[config.mk]
export PLATFORM = sky130hd
export DESIGN_NAME = fmap_streamer_flat
export DESIGN_NICKNAME = d
export VERILOG_FILES = /design/src/rtl/fmap_streamer_if.sv /design/src/rtl/fmap_streamer.sv /design/src/flat_wrapper.sv
export SDC_FILE = /design/constraint.sdc
export NUM_CORES = 1
export LEC_CHECK = 0
export ABC_AREA = 1
export ABC_CLOCK_PERIOD_IN_PS = 1650
export CORE_UTILIZATION = 31
export CTS_BUF_LIST = sky130_fd_sc_hd__clkbuf_4
export DETAILED_ROUTE_END_ITERATION = 10
export REMOVE_ABC_BUFFERS = 1
export SYNTH_ARGS = -nofsm -noshare
export SYNTH_HDL_FRONTEND = slang
export SYNTH_SLANG_ARGS = --single-unit
[constraint.sdc]
create_clock -name clk -period 1.65 [get_ports clk]
set_clock_uncertainty 0.1 [all_clocks]
set_input_delay 0.33 -clock clk [delete_from_list [all_inputs] [get_ports clk]]
set_output_delay 0.33 -clock clk [all_outputs]
set_load 0.02 [all_outputs]
[src/rtl/fmap_streamer_if.sv]
// Memory-read and line-buffer-feed bundle of fmap_streamer.
// master = streamer side, slave = RAM / line-buffer side.
interface fmap_streamer_if #(
  parameter int DW = 24,
  parameter int AW = 10
);
  logic          mem_en;
  logic [AW-1:0] mem_addr;
  logic [DW-1:0] mem_rdata;
  logic          flush;
  logic          valid;
  logic [DW-1:0] D;

  modport master (
    output mem_en,
    output mem_addr,
    input  mem_rdata,
    output flush,
    output valid,
    output D
  );

  modport slave (
    input  mem_en,
    input  mem_addr,
    output mem_rdata,
    input  flush,
    input  valid,
    input  D
  );
endinterface

[src/rtl/fmap_streamer.sv]
// Raster-scan feature-map source: RAM reads plus zero border,
// one packed pixel per cycle into the line buffer.
module fmap_streamer #(
  parameter int BITWIDTH    = 8,
  parameter int INPUT_FMAPS = 3,
  parameter int IMG_W       = 32,
  parameter int IMG_H       = 32,
  parameter int PAD         = 1,
  parameter int AW          = 10
) (
  input  logic clk,
  input  logic rstn,
  input  logic start,
  input  logic stall,
  fmap_streamer_if.master bus,
  output logic busy,
  output logic done
);

  localparam int PW = IMG_W + 2 * PAD;
  localparam int PH = IMG_H + 2 * PAD;
  localparam int CW = $clog2(PW + 8) + 1;
  localparam int RW = $clog2(PH + 8) + 1;

  localparam logic [CW-1:0] PW_M1 = CW'(PW - 1);
  localparam logic [RW-1:0] PH_M1 = RW'(PH - 1);
  localparam logic [CW-1:0] PAD_X = CW'(PAD);
  localparam logic [RW-1:0] PAD_Y = RW'(PAD);
  localparam logic [CW-1:0] W_X   = CW'(IMG_W);
  localparam logic [RW-1:0] H_Y   = RW'(IMG_H);

  typedef enum logic [2:0] {
    S_IDLE,
    S_FLUSH,
    S_STREAM,
    S_DRAIN,
    S_DONE
  } state_t;

  state_t        state;
  logic [CW-1:0] px;
  logic [RW-1:0] py;
  logic [AW-1:0] addr;
  logic          valid_q;
  logic          pad_q;
  logic          flush_q;

  logic [CW-1:0] xs;
  logic [RW-1:0] ys;
  logic          interior;
  logic          issue;
  logic          row_end;
  logic          last_row;
  logic [BITWIDTH*INPUT_FMAPS-1:0] pix;

  // Offset counters wrap to huge values left/above the image,
  // so a single unsigned compare covers both border sides.
  assign xs       = px - PAD_X;
  assign ys       = py - PAD_Y;
  assign interior = (xs < W_X) && (ys < H_Y);
  assign issue    = (state == S_STREAM) && !stall;
  assign row_end  = (px == PW_M1);
  assign last_row = (py == PH_M1);

  assign pix = (valid_q && !pad_q) ? bus.mem_rdata : '0;

  assign bus.mem_en   = issue && interior;
  assign bus.mem_addr = bus.mem_en ? addr : '0;
  assign bus.flush    = flush_q;
  assign bus.valid    = valid_q;
  assign bus.D        = pix;

  always_ff @(posedge clk) begin
    if (!rstn) begin
      state   <= S_IDLE;
      px      <= '0;
      py      <= '0;
      addr    <= '0;
      valid_q <= 1'b0;
      pad_q   <= 1'b0;
      flush_q <= 1'b0;
      busy    <= 1'b0;
      done    <= 1'b0;
    end else begin
      valid_q <= issue;
      pad_q   <= issue && !interior;
      flush_q <= 1'b0;
      done    <= 1'b0;
      unique case (state)
        S_IDLE: begin
          if (start) begin
            state   <= S_FLUSH;
            flush_q <= 1'b1;
            busy    <= 1'b1;
          end
        end
        S_FLUSH: begin
          state <= S_STREAM;
          px    <= '0;
          py    <= '0;
          addr  <= '0;
        end
        S_STREAM: begin
          if (!stall) begin
            if (interior)
              addr <= addr + 1'b1;
            if (row_end) begin
              px <= '0;
              if (last_row) begin
                py    <= '0;
                state <= S_DRAIN;
              end else begin
                py <= py + 1'b1;
              end
            end else begin
              px <= px + 1'b1;
            end
          end
        end
        S_DRAIN: begin
          state <= S_DONE;
          busy  <= 1'b0;
          done  <= 1'b1;
        end
        S_DONE: begin
          state <= S_IDLE;
        end
        default: begin
          state <= S_IDLE;
        end
      endcase
    end
  end

endmodule

[src/flat_wrapper.sv]
// flat-port wrapper written by rule: the top's interface ports become plain ports
module fmap_streamer_flat 
#(
  parameter int BITWIDTH    = 8,
  parameter int INPUT_FMAPS = 3,
  parameter int IMG_W       = 32,
  parameter int IMG_H       = 32,
  parameter int PAD         = 1,
  parameter int AW          = 10
)
  (clk, rstn, start, stall, busy, done, bus_mem_en, bus_mem_addr, bus_mem_rdata, bus_flush, bus_valid, bus_D);
  fmap_streamer_if #(.DW(24), .AW(AW)) bus_i ();
  input  logic clk;
  input  logic rstn;
  input  logic start;
  input  logic stall;
  output logic busy;
  output logic done;
  output wire logic [$bits(bus_i.mem_en)-1:0] bus_mem_en;
  output wire logic [$bits(bus_i.mem_addr)-1:0] bus_mem_addr;
  input wire logic [$bits(bus_i.mem_rdata)-1:0] bus_mem_rdata;
  output wire logic [$bits(bus_i.flush)-1:0] bus_flush;
  output wire logic [$bits(bus_i.valid)-1:0] bus_valid;
  output wire logic [$bits(bus_i.D)-1:0] bus_D;
  assign bus_mem_en = bus_i.mem_en;
  assign bus_mem_addr = bus_i.mem_addr;
  assign bus_i.mem_rdata = bus_mem_rdata;
  assign bus_flush = bus_i.flush;
  assign bus_valid = bus_i.valid;
  assign bus_D = bus_i.D;
  fmap_streamer #(.BITWIDTH(BITWIDTH), .INPUT_FMAPS(INPUT_FMAPS), .IMG_W(IMG_W), .IMG_H(IMG_H), .PAD(PAD), .AW(AW)) u_core (.clk(clk), .rstn(rstn), .start(start), .stall(stall), .bus(bus_i), .busy(busy), .done(done));
endmodule
---- Word-level counts from Yosys, hierarchy flattened ----
Cells that the tools add are included.
word-level totals
  bits in registers ....................... 32
  output and inout port bits .............. 39
  word-level logic and storage cells ...... 64
  input port bits ......................... 28
cells by class
  equality and inequality tests ........... 10
  mux-type cells .......................... 21
  $lt $le $gt $ge ......................... 2
  reduce and logical (&&, ||, !) cells .... 17
  add/sub/neg operators ................... 5
operators by type and width
  cell                     count
  $mux W7                  5
  $mux W10                 3
  $pmux W7 S2              2
  $mux W24                 1
  $pmux W10 S2             1
  $add A7 B1 Y7 const B    2
  $eq A7 B6 Y1 const B     2
  $lt A7 B6 Y1 const B     2
  $sub A7 B1 Y7 const B    2
  $mux W3                  4
  $pmux W3 S4              1
  $add A10 B1 Y10 const B  1
  $eq A3 B2 Y1 const B     2
  $ne A2 B1 Y1 const B     3
  $reduce_and A2 Y1        3
  $reduce_and A3 Y1        2
  $logic_and A1 B1 Y1      5
  $ne A2 B2 Y1 const B     2
  $reduce_and A4 Y1        1
  $reduce_bool A2 Y1       2
  $eq A3 B1 Y1 const B     1
  $logic_not A1 Y1         3
  $logic_not A3 Y1         1
  $mux W1                  3
  $pmux W1 S2              1

---- Longest topological paths before layout ----
  depth after elaboration ................. 6
  gate-level depth with buffers ........... 11
  depth with buffers taken out ............ 11

---- Worst setup path before layout ----
No wires, ideal clock.
  kind .................................... register -> output
  start point ............................. register u_core.px[0]
  end point ............................... output port bus_mem_addr[0]
  slack ................................... -0.607 ns
  data required time ...................... 1.220 ns
  arrival time ............................ 1.827 ns
  cell stages (with the launch flop) ...... 10
  path buffers ............................ 0
  cells stage by stage .................... dfxtp_1 inv_1 ha_1 nand4_1 nand2_1 nor2_2 nand2_2 nor2_1 inv_2 nor2_1
on the way
  longest elaborated chain between the ends .. 5
RTL lines
  what                    line                  source
  start, declared         fmap_streamer.sv:41   logic [CW-1:0] px;
  start signal, assigned  fmap_streamer.sv:116  px <= px + 1'b1;
  $sub A7 B1 Y7           fmap_streamer.sv:58   assign xs = px - PAD_X;
  $lt A7 B6 Y1            fmap_streamer.sv:60   assign interior = (xs < W_X) && (ys < H_Y);
  $logic_and A1 B1 Y1     fmap_streamer.sv:60
  $logic_and A1 B1 Y1     fmap_streamer.sv:67   assign bus.mem_en = issue && interior;
  net bus_mem_en          flat_wrapper.sv:19    output wire logic [$bits(bus_i.mem_en)-1:0] bus_mem_en;
  $mux W10                fmap_streamer.sv:68   assign bus.mem_addr = bus.mem_en ? addr : '0;
  end, declared           flat_wrapper.sv:20    output wire logic [$bits(bus_i.mem_addr)-1:0] bus_mem_addr;
The timed path passes the listed nets, and every way through them passes these cells.

---- Final worst setup path ----
  start point ............................. register u_core.px[0]
  end point ............................... output port bus_mem_addr[6]
on the way
  longest elaborated chain between the ends .. 5
RTL lines
  what                 line
  $sub A7 B1 Y7        fmap_streamer.sv:58
  $lt A7 B6 Y1         fmap_streamer.sv:60
  $logic_and A1 B1 Y1  fmap_streamer.sv:60
  $logic_and A1 B1 Y1  fmap_streamer.sv:67
  $mux W10             fmap_streamer.sv:68
Every way passes these cells.

==> out/results.tsv <==
stage	metric	value	unit
status	status	finished, violations left	
status	violations	design-rule violations, negative setup slack	
yosys	ys_seq_elements	32	
power_and_ir_drop	cellLeakagePower	0.00160	µW
yosys	syn_inst	323	
sta	finalCritPeriodShare	1.29	
yosys	ys_warn_count	0	
global_routing	grt_max_degree	25	
flow_run	drv_cap	0	
floorplanning	rows	29	
setup_path	slowest_stage	dfxtp_2	
yosys	synthFlopType	dfxtp_1	
yosys	yosysSeqAreaShare	0.306	
sta	tightest_slew	0.242	ns
setup_path	cpMostUsedCell	nand2_1	
layout	final_core_util	0.548	
cts	clk_latency	0.33	ns
setup_path	slowest_delay	0.34	ns
detailed_routing	drt-total-wl	5980	µm
worst_hold_path	min_path_type	flip-flop to flip-flop	
cts	cts_buffers	5	
setup_path	cp_max_fo	10	
sta	setup_violations	13	
yosys	ys_types	33	
place	numPlacedInstances	510	
place	place_congestion	0.791	
detailed_routing	first_pass_iters	7	
yosys	yosys.area.top_type	dfxtp_1	
yosys	synthMuxAreaShare	0	
yosys	netlist_top_cells_area	dfxtp_1, nor2_1, nand2_1	
sta	drv_slew	0	
global_routing	grt_pass1_wl	9350	µm
sta	setup_ws	-0.479	ns
setup_path	path_cells	inv_2, ha_4, nand3_2, nand2_1, nand2_1, nor2_2, nand2_2, nor2_4, inv_4, nor2_1, buf_4	
yosys	syn_area	2090	µm²
layout	synthToLayoutAreaGrowth	68.1	%
cts	h-tree-depth	2	
global_routing	grt.total_usage	0.163	
detailed_routing	drt_iter0_drc	90	
detailed_routing	ant_nets	0	
layout	n_antenna_cell	0	
yosys	yosysMostFrequentCell	nor2_1	
place	hpwl	4280	µm
floorplanning	core_area	6420	µm²
setup_path	crit_path_start_kind	flip-flop	
floorplanning	io_pins	67	
layout	layout.nets	482	
setup_path	path_delay_family	simple AND/OR/NAND/NOR gates	
cts	clk_pin_slew	0.10	ns
power_and_ir_drop	ir_drop	0.882	mV
setup_path	path_buf_inv	3	
detailed_routing	wire_per_inst	11.4	µm
setup_path	end_kind	output port	
cts	cts_tree	built	
yosys	synth_common_cells	nor2_1, nand2_1, inv_1	
yosys	synth_compound_area_frac	0.0812	
yosys	synth_simple_gate_area_frac	0.425	
cts	cts.sinks	32	
global_routing	grt.overflow.total	0	
layout	final_cells	524	
detailed_routing	via_per_inst	4.51	
sta	holdWs	0.363	ns
place	dp_slack	-0.797	ns
detailed_routing	num_vias	2363	
global_routing	grt_pass1_vias	2174	
cts	cts_max_path_buffers	2	
sta	final_hold_viol_count	0	
sta	period_needed	2.13	ns
yosys	synth-edff-count	0	
cts	cts_root_buffer	clkbuf_4	
floorplanning	die_w	84.2	µm
detailed_routing	drc	29	
setup_path	cp_data_required_time	1.22	ns
yosys	synthAdderAreaFrac	0.0418	
power_and_ir_drop	power_density	982	nW/µm²
place	portBuffers	66	
yosys	async_reset_ff_frac	0	
floorplanning	die_h	84.2	µm
floorplanning	start_util	0.326	
yosys	synth_top_family_by_area	simple AND/OR/NAND/NOR gates	
yosys	synth_top_area_share	0.306	
floorplanning	dieArea	7090	µm²
sta	rsz0062_at_grt	true	
global_routing	antenna_found_initial	0	
layout	drive_gt1_frac	0.409	
sta	fmax	470	MHz
yosys	avgSynthCellArea	6.48	µm²
sta	slew_headroom	0.837	
yosys	synth_xor_area_frac	0.0167	
setup_path	critPathArrivalTime	1.70	ns
setup_path	critical_path_class	flip-flop to output port	
## worst register-to-register path, cell delays in order, from the launching register on
cell and delay, ns:
dfxtp_2 0.34, inv_2 0.08, ha_4 0.14, nand3_2 0.06, nand2_1 0.06, nand2_1 0.05, nor2_2 0.11, nand2_2 0.08
buf_4 0.17, nand2_8 0.09, buf_12 0.12, nand3_2 0.07, a21oi_2 0.14
## path summary, 6_finish.rpt
kind                              from                          end  slack, ns  cells after the start
max          u_core.px[0]$_SDFFE_PN0P_              bus_mem_addr[6]      -0.48                     11
min           u_core.busy$_SDFFE_PN0P_     u_core.busy$_SDFFE_PN0P_       0.36                      2
min reg2reg   u_core.busy$_SDFFE_PN0P_     u_core.busy$_SDFFE_PN0P_       0.36                      2
max reg2reg  u_core.px[0]$_SDFFE_PN0P_  u_core.addr[1]$_SDFFE_PN0P_          0                     12
## flip-flops by register name, summed over array words and instances, names as in the netlist
register / flops
u_core.addr: 10
u_core.bus.flush: 1
u_core.bus.valid: 1
u_core.busy: 1
u_core.done: 1
u_core.pad_q: 1
u_core.px: 7
u_core.py: 7
u_core.state: 3
## layer usage
layer	up-vias	global-route usage	part of all wire
li1	1256	-	-
met1	1042	0.196	0.45
met2	61	0.282	0.47
met3	4	0.0452	0.074
met4	0	0.0470	0.0080
met5	-	0	0
## cells in the final DEF (no fill, tap or decap), types with 2 or more instances in the layout
cell type,Yosys,routed
ha_4,0,2
buf_12,0,2
nor2_4,1,8
dfxtp_1,32,24
clkdlybuf4s50_1,0,27
clkbuf_4,0,5
nor3b_2,3,3
o21ai_0,3,2
a21oi_1,16,16
nand2_1,55,51
clkbuf_16,0,2
nand3_2,5,7
nand3_1,22,20
ha_1,7,5
nand3b_1,2,2
nor2_2,3,25
inv_4,1,2
buf_4,1,74
buf_6,0,14
dlygate4sd2_1,0,4
clkinv_1,0,2
inv_1,53,48
nand2_2,3,4
xor2_1,4,4
dfxtp_2,0,8
a21oi_2,4,4
nor4_1,2,2
nor2_1,69,40
nand4_1,6,6
a211oi_2,2,2
nand2_4,3,5
inv_2,6,10
nor3_1,9,9
## power by group
part           switching, µW  internal [µW]  leakage [µW]
clock                    267            149     0.0000261
combinational           1120            977       0.00131
sequential              68.9            880      0.000263
## repair_timing
action                     in CTS  in global routing
pin swaps                       2                  5
resized for setup             182                 78
gates cloned                    1                  3
setup buffers                   3                  3
setup endpoints to repair      51                 53
hold buffers                    0                  0
## cell type report
type,count,area (µm²)
multi-input cells,224,1360
flip-flops and latches,32,651
inverters,60,230
clock buffers,5,37.5
repair buffers,124,1140
clock inverters,2,7.51
fillers,628,2900
well taps,77,96.3
## stage by stage
stage	power (µW)	instance area [µm²]	TNS [ns]
2_1_floorplan	1910	2050	-6.21
3_5_place_dp	2720	3220	-21.29
6_report	3460	3520	-4.97
5_1_grt	3710	3520	-8.18
4_1_cts	3310	3230	-5.39
3_3_place_gp	2710	3220	-20.26
## cells by family (layout without fill, tap and decap cells)
logic type	after synthesis	in the layout
and+or+nand+nor	186	186
buffers and inverters	67	191
DFF	32	32
AOI/OAI and AO/OA	27	27
adders and majority gates	7	7
xor gates and xnor gates	4	4
Power figures use the tool's default switching activity.
